$ cat config.mk
export PLATFORM = sky130hd
export DESIGN_NAME = bin_to_bcd_seq_flat
export DESIGN_NICKNAME = d
export VERILOG_FILES = /design/src/rtl/bin_to_bcd_if.sv /design/src/rtl/bin_to_bcd_seq.sv /design/src/flat_wrapper.sv
export SDC_FILE = /design/constraint.sdc
export NUM_CORES = 1
export LEC_CHECK = 0
export CAP_MARGIN = 20
export CORE_ASPECT_RATIO = 0.8
export CORE_MARGIN = 3
export CORE_UTILIZATION = 60
export CTS_BUF_LIST = sky130_fd_sc_hd__clkbuf_8
export DETAILED_ROUTE_END_ITERATION = 10
export PLACE_DENSITY_LB_ADDON = 0.25
export RECOVER_POWER = 50
export SLEW_MARGIN = 40
export SYNTH_ARGS = -nofsm -noshare
export SYNTH_HDL_FRONTEND = slang
export SYNTH_SLANG_ARGS = --single-unit
$ cat constraint.sdc
create_clock -name clk -period 4.5 [get_ports clk]
set_clock_uncertainty 0.15 [all_clocks]
set_input_delay 0.45 -clock clk [delete_from_list [all_inputs] [get_ports clk]]
set_output_delay 0.45 -clock clk [all_outputs]
set_load 0.02 [all_outputs]
$ cat src/rtl/bin_to_bcd_if.sv
// Request/result bundle between a producer of binary values and bin_to_bcd_seq.
// The master drives start/bin; the converter (slave) returns status and the BCD result.
interface bin_to_bcd_if #(
    parameter int WIDTH  = 14,
    parameter int DIGITS = 4
);
    logic                  start;
    logic [WIDTH-1:0]      bin;
    logic                  busy;
    logic                  done;
    logic [4*DIGITS-1:0]   bcd;
    logic                  overflow;

    modport master (
        output start, bin,
        input  busy, done, bcd, overflow
    );

    modport slave (
        input  start, bin,
        output busy, done, bcd, overflow
    );
endinterface

$ cat src/rtl/bin_to_bcd_seq.sv
// Sequential double-dabble binary-to-BCD converter, one input bit per clock.
// Values above the decimal range of DIGITS saturate to all nines and raise overflow.
module bin_to_bcd_seq #(
    parameter int WIDTH  = 14,
    parameter int DIGITS = 4
) (
    input  logic         clk,
    input  logic         rst,
    bin_to_bcd_if.slave  bus
);
    localparam int BCD_W = 4 * DIGITS;
    localparam int CNT_W = $clog2(WIDTH + 1);

    localparam logic [1:0] ST_IDLE  = 2'd0;
    localparam logic [1:0] ST_SHIFT = 2'd1;
    localparam logic [1:0] ST_DONE  = 2'd2;

    function automatic longint unsigned max_decimal();
        longint unsigned r;
        r = 1;
        for (int k = 0; k < DIGITS; k++) r = r * 10;
        return r - 1;
    endfunction

    localparam longint unsigned MAX_DEC = max_decimal();

    // Per-digit correction before each shift; digits never carry into each other.
    function automatic logic [BCD_W-1:0] add3_digits(input logic [BCD_W-1:0] s);
        logic [BCD_W-1:0] r;
        r = s;
        for (int k = 0; k < DIGITS; k++) begin
            if (s[4*k +: 4] >= 4'd5) r[4*k +: 4] = s[4*k +: 4] + 4'd3;
        end
        return r;
    endfunction

    function automatic logic [BCD_W-1:0] saturate(input logic [BCD_W-1:0] s, input logic sat);
        logic [BCD_W-1:0] r;
        for (int k = 0; k < DIGITS; k++) begin
            r[4*k +: 4] = sat ? 4'd9 : s[4*k +: 4];
        end
        return r;
    endfunction

    logic [1:0]       state_q, state_d;
    logic [WIDTH-1:0] shreg_q, shreg_d;
    logic [BCD_W-1:0] scratch_q, scratch_d;
    logic [CNT_W-1:0] cnt_q, cnt_d;
    logic             ovf_flag_q, ovf_flag_d;
    logic [BCD_W-1:0] bcd_q, bcd_d;
    logic             ovf_q, ovf_d;
    logic             accept;

    // A new request is taken in IDLE and also in DONE, giving gapless back-to-back runs.
    assign accept = bus.start && ((state_q == ST_IDLE) || (state_q == ST_DONE));

    always_comb begin
        state_d    = state_q;
        shreg_d    = shreg_q;
        scratch_d  = scratch_q;
        cnt_d      = cnt_q;
        ovf_flag_d = ovf_flag_q;
        bcd_d      = bcd_q;
        ovf_d      = ovf_q;

        case (state_q)
            ST_IDLE: ;
            ST_SHIFT: begin
                {scratch_d, shreg_d} = {add3_digits(scratch_q), shreg_q} << 1;
                cnt_d = cnt_q - CNT_W'(1);
                if (cnt_q == CNT_W'(1)) begin
                    state_d = ST_DONE;
                    bcd_d   = saturate(scratch_d, ovf_flag_q);
                    ovf_d   = ovf_flag_q;
                end
            end
            ST_DONE:  state_d = ST_IDLE;
            default:  state_d = ST_IDLE;
        endcase

        if (accept) begin
            state_d    = ST_SHIFT;
            shreg_d    = bus.bin;
            scratch_d  = '0;
            cnt_d      = CNT_W'(WIDTH);
            ovf_flag_d = (64'(bus.bin) > MAX_DEC);
        end
    end

    always_ff @(posedge clk or posedge rst) begin
        if (rst) begin
            state_q    <= ST_IDLE;
            shreg_q    <= '0;
            scratch_q  <= '0;
            cnt_q      <= '0;
            ovf_flag_q <= 1'b0;
            bcd_q      <= '0;
            ovf_q      <= 1'b0;
        end else begin
            state_q    <= state_d;
            shreg_q    <= shreg_d;
            scratch_q  <= scratch_d;
            cnt_q      <= cnt_d;
            ovf_flag_q <= ovf_flag_d;
            bcd_q      <= bcd_d;
            ovf_q      <= ovf_d;
        end
    end

    assign bus.busy     = (state_q == ST_SHIFT);
    assign bus.done     = (state_q == ST_DONE);
    assign bus.bcd      = bcd_q;
    assign bus.overflow = ovf_q;
endmodule

$ cat src/flat_wrapper.sv
// flat-port wrapper written by rule: the top's interface ports become plain ports
module bin_to_bcd_seq_flat 
#(
    parameter int WIDTH  = 14,
    parameter int DIGITS = 4
)
  (clk, rst, bus_start, bus_bin, bus_busy, bus_done, bus_bcd, bus_overflow);
  bin_to_bcd_if #(.WIDTH(WIDTH), .DIGITS(DIGITS)) bus_i ();
  input  logic clk;
  input  logic rst;
  input wire logic [$bits(bus_i.start)-1:0] bus_start;
  input wire logic [$bits(bus_i.bin)-1:0] bus_bin;
  output wire logic [$bits(bus_i.busy)-1:0] bus_busy;
  output wire logic [$bits(bus_i.done)-1:0] bus_done;
  output wire logic [$bits(bus_i.bcd)-1:0] bus_bcd;
  output wire logic [$bits(bus_i.overflow)-1:0] bus_overflow;
  assign bus_i.start = bus_start;
  assign bus_i.bin = bus_bin;
  assign bus_busy = bus_i.busy;
  assign bus_done = bus_i.done;
  assign bus_bcd = bus_i.bcd;
  assign bus_overflow = bus_i.overflow;
  bin_to_bcd_seq #(.WIDTH(WIDTH), .DIGITS(DIGITS)) u_core (.clk(clk), .rst(rst), .bus(bus_i));
endmodule
==> results of run 1 <==
worst min-delay path by stage:
stage | from | end | slack (ns) | depth (start not counted)
after floorplan | u_core.shreg_q[10] | u_core.shreg_q[10] | 0.30 | 2
after CTS | u_core.shreg_q[8] | u_core.shreg_q[8] | 0.34 | 2
after global placement | u_core.shreg_q[11] | u_core.shreg_q[11] | 0.31 | 2
after detailed placement | u_core.shreg_q[12] | u_core.shreg_q[12] | 0.32 | 2
after global routing | u_core.shreg_q[6] | u_core.shreg_q[6] | 0.36 | 2
final | u_core.shreg_q[9] | u_core.shreg_q[9] | 0.34 | 2
metal layers:
metal | track usage | vias to the layer above | share of wire
li1 | - | 925 | -
met1 | 0.324 | 916 | 0.47
met4 | 0.0917 | 0 | 0.0096
met3 | 0.0437 | 6 | 0.046
met5 | 0 | - | 0
met2 | 0.353 | 40 | 0.47
synthesized netlist by cell type, drive strengths merged:
master,n
o21ai,14
clkbuf,4
a21oi,12
xnor2,5
nand2,44
dfrtp,54
mux2i,4
a22o,18
nor2b,2
buf,8
nor3,4
and3,1
a2111oi,3
nor2,14
nand2b,6
o311ai,1
a31oi,1
nand3,5
inv,13
nor3b,7
nor4,2
a22oi,14
ha,10
flip-flops by register name, summed over array words and instances (netlist names):
register and count:
u_core.bus.bcd 16, u_core.scratch_q 16, u_core.shreg_q 14, u_core.cnt_q 4, u_core.state_q 2, u_core.bus.overflow 1
u_core.ovf_flag_q 1
final cells by class:
cell class	instances	area [µm²]	area share
Sequential cell	54	1350	0.451
Multi-Input combinational cell	167	1050	0.350
Timing Repair Buffer	38	373	0.124
Clock buffer	5	68.8	0.0229
Tap cell	55	68.8	0.0229
Inverter	13	50.0	0.0167
Clock inverter	3	37.5	0.0125
tightest hold or removal path, stage by stage (launching register included):
cell     delay, ns
dfrtp_1       0.35
nand2_1       0.05
nand2_1       0.06
cells by family (layout without fill, tap and decap cells):
| group | after synthesis | in the layout |
|---|---|---|
| AND/OR/NAND/NOR | 85 | 85 |
| AO/OA/AOI/OAI | 63 | 63 |
| flip-flops | 54 | 54 |
| buffers and inverters | 25 | 59 |
| adder cells (fa/ha/maj) | 10 | 10 |
| XOR/XNOR | 5 | 5 |
| multiplexers | 4 | 4 |
through the flow:
step                      worst slack [ns]  hold WS [ns]  utilization  cell area (µm²)
final                                 1.76         0.335        0.768             3000
after global routing                  1.67         0.365        0.768             3000
after CTS                             1.76         0.338        0.770             3010
after detailed placement              2.09         0.316        0.743             2900
after global placement                2.11         0.309        0.742             2900
after floorplan                       2.59         0.296            -             2510
report_power, final:
part / internal [mW] / leakage (nW) / switching (mW)
Combinational: 0.490 / 0.659 / 0.575
Sequential: 0.713 / 0.667 / 0.187
Clock: 0.162 / 0.0607 / 0.147
==> qor.csv, run 1 <==
stage,metric,value,unit
status,status,finished with violations,
status,failing checks,"capacitance limit, slew limit",
clock_network,clk_lat worst skew,0.30,ns
critical_path,"Largest stage delay, worst path",0.67,ns
critical_path,R2R setup slack,2.12,ns
pwr,maximum vdd ir drop,0.000477,V
drt,DR DRC count,0,
die,site row count,20,
global_routing,first-pass GRT wire length,8.94,mm
yosys,Gate Count Post-Synth,246,
global_routing,GRT overflow,0,
timing,Worst Tran Pin Value,2.24,ns
run,number of max-cap violations,1,
yosys,Compound-Gate Fraction of Synth Area,0.179,
placed_design,Placer Congestion,0.796,
drt,Starting DRT DRC Count,109,
final_layout,"most common cell after layout, fill and taps aside",dfrtp_1,
timing,RSZ-0062 raised after global routing,no,
final_layout,area grow syn2layout,19.3,%
clock_network,level count of the clock H-tree,2,
critical_path,Critical Path Start Type,flip-flop,
drt,DR WL/cell,15.2,µm
final_layout,most frequent cells in the layout,"dfrtp_1, nand2_1, clkdlybuf4s50_1",
clock_network,PostCTS Resize Cnt,0,
critical_path,Crit path required time,3.90,ns
die,die area,5010,µm²
critical_path,Setup crit end,bus_busy,
drt,vias,1887,
clock_network,clk buf depth,2,
critical_path,critical path class,reg2out,
yosys,mux contribution to synthesized area,0.0159,
critical_path,R2R cell count,5,
timing,Final Max Tran Viols,55,
drt,Via density,5.63,
drt,Detailed Route WL,5.08,mm
die,core region area,3900,µm²
yosys,"Seq/Total Area, Yosys",0.538,
timing,Final Hold Viols,0,
clock_network,CTS Root Cell,clkbuf_8,
critical_path,Top delay family on crit path,buffers and inverters,
yosys,Synth Area in XOR/XNOR,0.0174,
critical_path,Critical Path Start,u_core.state_q[1],
timing,Setup TNS,0,ns
critical_path,crit path DAT,2.14,ns
yosys,post-synthesis adder-cell area fraction,0.0498,
critical_path,FF-to-FF Start,u_core.state_q[1],
pwr,Design Power,2.27,mW
timing,Worst slew margin,-0.502,
die,Initial Util,0.644,
critical_path,end of the worst register-to-register path,u_core.bus.bcd[12],
clock_network,hold buffers post-CTS,0,
timing,Final setup viols,0,
critical_path,CP max-delay cell,clkdlybuf4s50_1,
yosys,Synth warnings,0,
yosys,synthesized cell area,2510,µm²
placed_design,Inst Count DP,327,
final_layout,antenna fix cells,0,
yosys,leading area contributor after synthesis,dfrtp_1,
pwr,PwrDens,758,nW/µm²
yosys,syn_nets,273,
final_layout,number of fill cells,285,
critical_path,crit path cell chain,"nand2b_1, inv_2, buf_4, clkdlybuf4s50_1",
final_layout,NumNets Final,306,
yosys,Synth area leaders,"dfrtp_1, nand2_1, a22o_1",
critical_path,Critical Path End Type,output port,
yosys,synthesized area per cell,10.2,µm²
yosys,post-synthesis simple-gate area fraction,0.158,
global_routing,GRT Total Usage,0.230,
die,die extent in y,63.9,µm
global_routing,pin count of the biggest net entering global routing,55,
yosys,post-synth cell types,30,
critical_path,CP Depth,4,
clock_network,total clock sinks,54,
drt,Post-DRT Antenna Nets,0,
clock_network,Clock transition at path regs,0.09,ns
die,DIE WIDTH,78.4,µm
final_layout,Final Non-Filler Cells,335,
clock_network,TritonCTS clock tree,done,
timing,crit path time final,2.74,ns
yosys,Yosys top cell area share,0.538,
placed_design,Detailed Place HPWL,3.50,mm
clock_network,Post-CTS Setup Inserts,0,
critical_path,WP buf/inv,3,
final_layout,share of layout cells above drive strength 1,0.0643,
global_routing,initial antenna violation count,0,
clock_network,TritonCTS Buffers,5,
pwr,P_leak,1.39,nW
critical_path,largest fanout on the critical path,31,
hold_path,hold crit path type,reg2reg,
timing,Final period util,0.609,
die,num ports,36,
placed_design,PortBufs,35,
drt,Pre-antenna DRT Iters,5,
yosys,largest family of logic cells by synthesized area,compound AO/OA/AOI/OAI gates,
yosys,Yosys reg bits,54,
global_routing,number of global-route vias before repair,1900,
timing,max frequency,365,MHz
(Power assumes the default switching activity.)
==> run 2: changes to the inputs <==
--- a/config.mk
+++ b/config.mk
@@ -8,7 +8,7 @@
 export CAP_MARGIN = 20
 export CORE_ASPECT_RATIO = 0.8
 export CORE_MARGIN = 3
-export CORE_UTILIZATION = 60
+export CORE_UTILIZATION = 56
 export CTS_BUF_LIST = sky130_fd_sc_hd__clkbuf_8
 export DETAILED_ROUTE_END_ITERATION = 10
 export PLACE_DENSITY_LB_ADDON = 0.25
==> constraint.sdc (replaced) <==
create_clock -name clk -period 2.8 [get_ports clk]
set_clock_uncertainty 0.15 [all_clocks]
set_input_delay 0.28 -clock clk [delete_from_list [all_inputs] [get_ports clk]]
set_output_delay 0.28 -clock clk [all_outputs]
set_load 0.02 [all_outputs]
==> run 2 against run 1 <==
  * The flow now finishes without violations
  * Worst hold slack about the same
  * Clock power increased by 42%
  * Final area rose by 0.54%
  * Combinational power rose by 64%
  * Largest power group unchanged
  * First-iteration DRC count grew 25%
==> qor.csv, run 2 (synthesis results as in run 1) <==
stage,metric,value,unit
clock_network,Post-CTS Setup Inserts,0,
critical_path,Critical Path Start,u_core.state_q[1],
global_routing,initial antenna violation count,0,
timing,Final setup viols,0,
final_layout,area grow syn2layout,20.0,%
drt,DR DRC count,0,
critical_path,critical path class,reg2out,
drt,M1 wire length,2.44,mm
timing,Final Hold Viols,0,
critical_path,Critical Path End Type,output port,
hold_path,hold_sp,u_core.bus.overflow,
global_routing,GRT Total Usage,0.224,
global_routing,first-pass GRT wire length,9.24,mm
global_routing,GRT overflow,0,
die,num ports,36,
hold_path,hold crit path type,reg2reg,
die,core region area,4260,µm²
critical_path,end of the worst register-to-register path,u_core.bus.bcd[13],
pwr,PwrDens,1210,nW/µm²
final_layout,final core occ,0.708,
status,status,"finished, final reports clean",
drt,Starting DRT DRC Count,136,
clock_network,TritonCTS Buffers,5,
drt,WL met3,302,µm
placed_design,PortBufs,35,
drt,DR WL/cell,15.3,µm
pwr,maximum vdd ir drop,0.000902,V
clock_network,CTS Root Cell,clkbuf_8,
hold_path,Hold Path End,u_core.bus.overflow,
drt,vias,1943,
critical_path,largest fanout on the critical path,6,
die,DIE WIDTH,80.9,µm
clock_network,hold buffers post-CTS,0,
clock_network,TritonCTS clock tree,done,
timing,Final period util,0.737,
placed_design,Detailed Place HPWL,3.65,mm
final_layout,"most common cell after layout, fill and taps aside",dfrtp_1,
placed_design,Inst Count DP,334,
clock_network,clk_lat worst skew,0.30,ns
hold_path,Hold Path Cell Cnt,2,
critical_path,Top delay family on crit path,buffers and inverters,
critical_path,FF-to-FF Start,u_core.cnt_q[1],
die,die extent in y,65.9,µm
critical_path,R2R setup slack,0.76,ns
die,Initial Util,0.591,
timing,Worst slew margin,0.148,
final_layout,most frequent cells in the layout,"dfrtp_1, nand2_1, clkdlybuf4s50_1",
timing,Final Max Tran Viols,0,
clock_network,level count of the clock H-tree,2,
clock_network,Clock transition at path regs,0.09,ns
critical_path,crit path DAT,1.63,ns
drt,Top Metal Used,met4,
global_routing,number of global-route vias before repair,1944,
final_layout,area of the multi-input gates,1040,µm²
critical_path,R2R cell count,7,
final_layout,antenna fix cells,0,
placed_design,Placer Congestion,0.755,
critical_path,WP buf/inv,2,
clock_network,PostCTS Resize Cnt,0,
final_layout,Final Non-Filler Cells,342,
final_layout,FF/Latch Area,1350,µm²
clock_network,total clock sinks,54,
clock_network,clk buf depth,2,
timing,Worst Tran Pin Value,1.28,ns
die,site row count,21,
final_layout,NumNets Final,311,
pwr,P_leak,1.40,nW
drt,Via density,5.68,
timing,crit path time final,2.06,ns
final_layout,share of layout cells above drive strength 1,0.0702,
drt,Detailed Route WL,5.24,mm
critical_path,"Largest stage delay, worst path",0.64,ns
critical_path,crit path cell chain,"nand2b_1, inv_1, clkdlybuf4s50_1",
final_layout,number of fill cells,340,
timing,RSZ-0062 raised after global routing,no,
global_routing,pin count of the biggest net entering global routing,55,
run,number of max-cap violations,0,
critical_path,Critical Path Start Type,flip-flop,
drt,Pre-antenna DRT Iters,4,
critical_path,Crit path required time,2.37,ns
timing,Setup TNS,0,ns
die,die area,5330,µm²
critical_path,CP max-delay cell,clkdlybuf4s50_1,
drt,Met2 Wirelength,2.46,mm
timing,max frequency,484,MHz
drt,Post-DRT Antenna Nets,0,
-- run 2: worst min-delay path: stages, from the launching register on --
cell	delay, ns
dfrtp_1	0.35
nand2_1	0.05
nand2_1	0.05
-- run 2: worst max path at each step --
stage	to	slack [ns]	cells after the start
2_1_floorplan	u_core.bus.bcd[0]	1.06	1
3_3_place_gp	u_core.bus.bcd[3]	0.95	6
3_5_place_dp	u_core.bus.bcd[13]	0.88	7
4_1_cts	bus_busy	0.78	3
5_1_grt	u_core.bus.bcd[13]	0.47	7
6_report	bus_busy	0.74	3
-- run 2: where the power goes --
part           internal (mW)  switching (mW)
clock                  0.197           0.243
sequential              1.15           0.306
combinational          0.808           0.935
total                   2.15            1.48
-- run 2: metal layers --
layer  GRT usage  up-vias
li1            -      934
met5           0        -
met2       0.349       53
met4      0.0570        0
met3      0.0381        2
met1       0.326      954
-- run 2: layout make-up --
| cell class | count | share of cell area |
|---|---|---|
| clock buffers | 6 | 0.0274 |
| repair buffers | 43 | 0.135 |
| clock inverters | 2 | 0.00290 |
| inverters | 13 | 0.0162 |
| flip-flops and latches | 54 | 0.448 |
| multi-input cells | 167 | 0.346 |
| well taps | 57 | 0.0237 |
-- run 2: metrics by stage --
| stage | power [mW] | worst slack, ns | hold slack, ns | area (µm²) |
|---|---|---|---|---|
| final | 3.63 | 0.735 | 0.335 | 3020 |
| after global routing | 3.94 | 0.471 | 0.351 | 3020 |
| after CTS | 3.67 | 0.778 | 0.337 | 3030 |
| after detailed placement | 3.23 | 0.876 | 0.315 | 2940 |
| after global placement | 3.14 | 0.949 | 0.307 | 2940 |
| after floorplan | 2.61 | 1.06 | 0.258 | 2510 |
==> run 3: changes to the inputs <==
==> constraint.sdc (replaced) <==
create_clock -name clk -period 1.95 [get_ports clk]
set_clock_uncertainty 0.15 [all_clocks]
set_input_delay 0.195 -clock clk [delete_from_list [all_inputs] [get_ports clk]]
set_output_delay 0.195 -clock clk [all_outputs]
set_load 0.02 [all_outputs]
==> run 3 against run 2 <==
  * Via count down 0.46%
  * Register-to-register slack worse by 0.66 ns
  * Count of clock-buffer cells in the layout down 1
  * Clock power up 72%
  * Critical endpoint is now u_core.bus.bcd[10]
  * Critical path depth up 4
  * Sequential power up 46%
==> qor.csv, run 3 (synthesis results as in run 1) <==
stage,metric,value,unit
status,status,"finished, final reports clean",
final_layout,most frequent cells in the layout,"dfrtp_1, nand2_1, clkdlybuf4s50_1",
final_layout,FF/Latch Area,1350,µm²
pwr,maximum vdd ir drop,0.00103,V
global_routing,first-pass GRT wire length,9.12,mm
pwr,P_leak,1.42,nW
global_routing,GRT Total Usage,0.228,
final_layout,area grow syn2layout,23.6,%
die,die area,5330,µm²
critical_path,R2R cell count,7,
drt,DR WL/cell,16.1,µm
die,Initial Util,0.591,
critical_path,Critical Path End Type,flip-flop,
timing,Worst Tran Pin Value,1.30,ns
clock_network,clk_lat worst skew,0.32,ns
timing,max frequency,541,MHz
timing,Final setup viols,0,
placed_design,Setup Slack @ Placement,-0.178,ns
die,num ports,36,
drt,vias,1934,
pwr,PwrDens,1750,nW/µm²
critical_path,CP Depth,7,
critical_path,critical path class,reg2reg,
clock_network,clk buf depth,2,
clock_network,level count of the clock H-tree,2,
final_layout,"most common cell after layout, fill and taps aside",dfrtp_1,
timing,crit path time final,1.85,ns
critical_path,largest fanout on the critical path,14,
global_routing,pin count of the biggest net entering global routing,55,
final_layout,NumNets Final,311,
critical_path,crit path cell chain,"ha_1, nor3b_4, nand2_1, buf_6, nor2_1, buf_4, a22o_1",
timing,setup ws final,0.103,ns
global_routing,initial antenna violation count,0,
die,site row count,21,
drt,Starting DRT DRC Count,200,
global_routing,GRT met2 Usage,0.319,
clock_network,hold buffers post-CTS,0,
critical_path,"Largest stage delay, worst path",0.44,ns
global_routing,grt peak-use layer,met1,
timing,Final period util,0.947,
drt,DR DRC count,0,
placed_design,Detailed Place HPWL,3.62,mm
critical_path,Crit path required time,2.01,ns
critical_path,Top delay family on crit path,flip-flops,
timing,hold slack,0.322,ns
critical_path,end of the worst register-to-register path,u_core.bus.bcd[10],
drt,Detailed Route WL,5.51,mm
timing,Final Hold Viols,0,
clock_network,PostCTS Resize Cnt,3,
global_routing,number of global-route vias before repair,1806,
die,core region area,4260,µm²
placed_design,Placer Congestion,0.807,
critical_path,Critical Path Start,u_core.cnt_q[0],
clock_network,CTS Root Cell,clkbuf_8,
critical_path,WP buf/inv,2,
drt,Post-DRT Antenna Nets,0,
drt,Via density,5.65,
final_layout,antenna fix cells,0,
die,DIE WIDTH,80.9,µm
timing,Final Max Tran Viols,0,
global_routing,GRT overflow,0,
final_layout,number of fill cells,303,
run,number of max-cap violations,0,
hold_path,hold crit path type,in2reg,
final_layout,area of the multi-input gates,1100,µm²
global_routing,met1 Resource Use GR,0.348,
clock_network,TritonCTS clock tree,done,
critical_path,FF-to-FF Start,u_core.cnt_q[0],
critical_path,R2R setup slack,0.10,ns
global_routing,met3 Use GR,0.0531,
clock_network,TritonCTS Buffers,5,
final_layout,share of layout cells above drive strength 1,0.0877,
die,die extent in y,65.9,µm
critical_path,CP max-delay cell,dfrtp_1,
clock_network,Clock transition at path regs,0.10,ns
critical_path,Critical Path Start Type,flip-flop,
critical_path,crit path DAT,1.90,ns
placed_design,PortBufs,35,
clock_network,total clock sinks,54,
timing,Worst slew margin,0.131,
drt,Pre-antenna DRT Iters,5,
clock_network,Post-CTS Setup Inserts,0,
critical_path,Setup crit end,u_core.bus.bcd[10],
[run 3: cell count changes in the layout (fill, tap and decap cells not counted), moves of 2 or more]
cell | before | now
inv_1 | 13 | 11
a2111oi_4 | 0 | 2
dlygate4sd3_1 | 5 | 1
a2111oi_0 | 3 | 0
buf_4 | 7 | 5
clkdlybuf4s50_1 | 30 | 33
[run 3: area by class of cell]
cell class,instances,area share
repair buffers,43,0.136
clock inverters,3,0.0133
flip-flops and latches,54,0.435
inverters,13,0.0165
clock buffers,5,0.0222
multi-input cells,167,0.354
well taps,57,0.0230
[run 3: worst min-delay path by stage]
stage / end / start / slack (ns) / cells past startpoint
final: u_core.shreg_q[3] / bus_bin[3] / 0.32 / 3
after global routing: u_core.shreg_q[3] / bus_bin[3] / 0.32 / 3
after CTS: u_core.bus.bcd[0] / rst / 0.09 / 3
after detailed placement: u_core.shreg_q[11] / u_core.shreg_q[11] / 0.31 / 2
after global placement: u_core.bus.bcd[0] / u_core.bus.bcd[0] / 0.31 / 2
after floorplan: u_core.shreg_q[10] / bus_bin[10] / 0.17 / 2
[run 3: through the flow]
stage	total power, mW	setup TNS, ns	cell area [µm²]	util	cells
after floorplan	3.75	0	2510	-	246
after global placement	4.52	-1.04	2960	0.696	334
after detailed placement	4.65	-2.17	2960	0.696	334
after CTS	5.40	0	3070	0.722	342
after global routing	5.86	-0.00519	3110	0.730	342
final	5.44	0	3110	0.730	342
[run 3: routing by layer]
metal	part of all wire	wire length, µm	up-vias
li1	-	-	930
met1	0.46	2550	941
met2	0.46	2550	54
met3	0.056	307	9
met4	0.017	94	0
met5	0	0	-
[run 3: power by group]
part / internal [mW] / switching (mW)
combinational: 1.20 / 1.37
sequential: 1.64 / 0.465
clock: 0.378 / 0.376
total: 3.23 / 2.21
[run 3: worst register-to-register path, cell delays in order (launching register included)]
cell     delay, ns
dfrtp_1       0.44
ha_1          0.21
nor3b_4       0.15
nand2_1       0.12
buf_6         0.21
nor2_1        0.06
buf_4         0.20
a22o_1        0.20
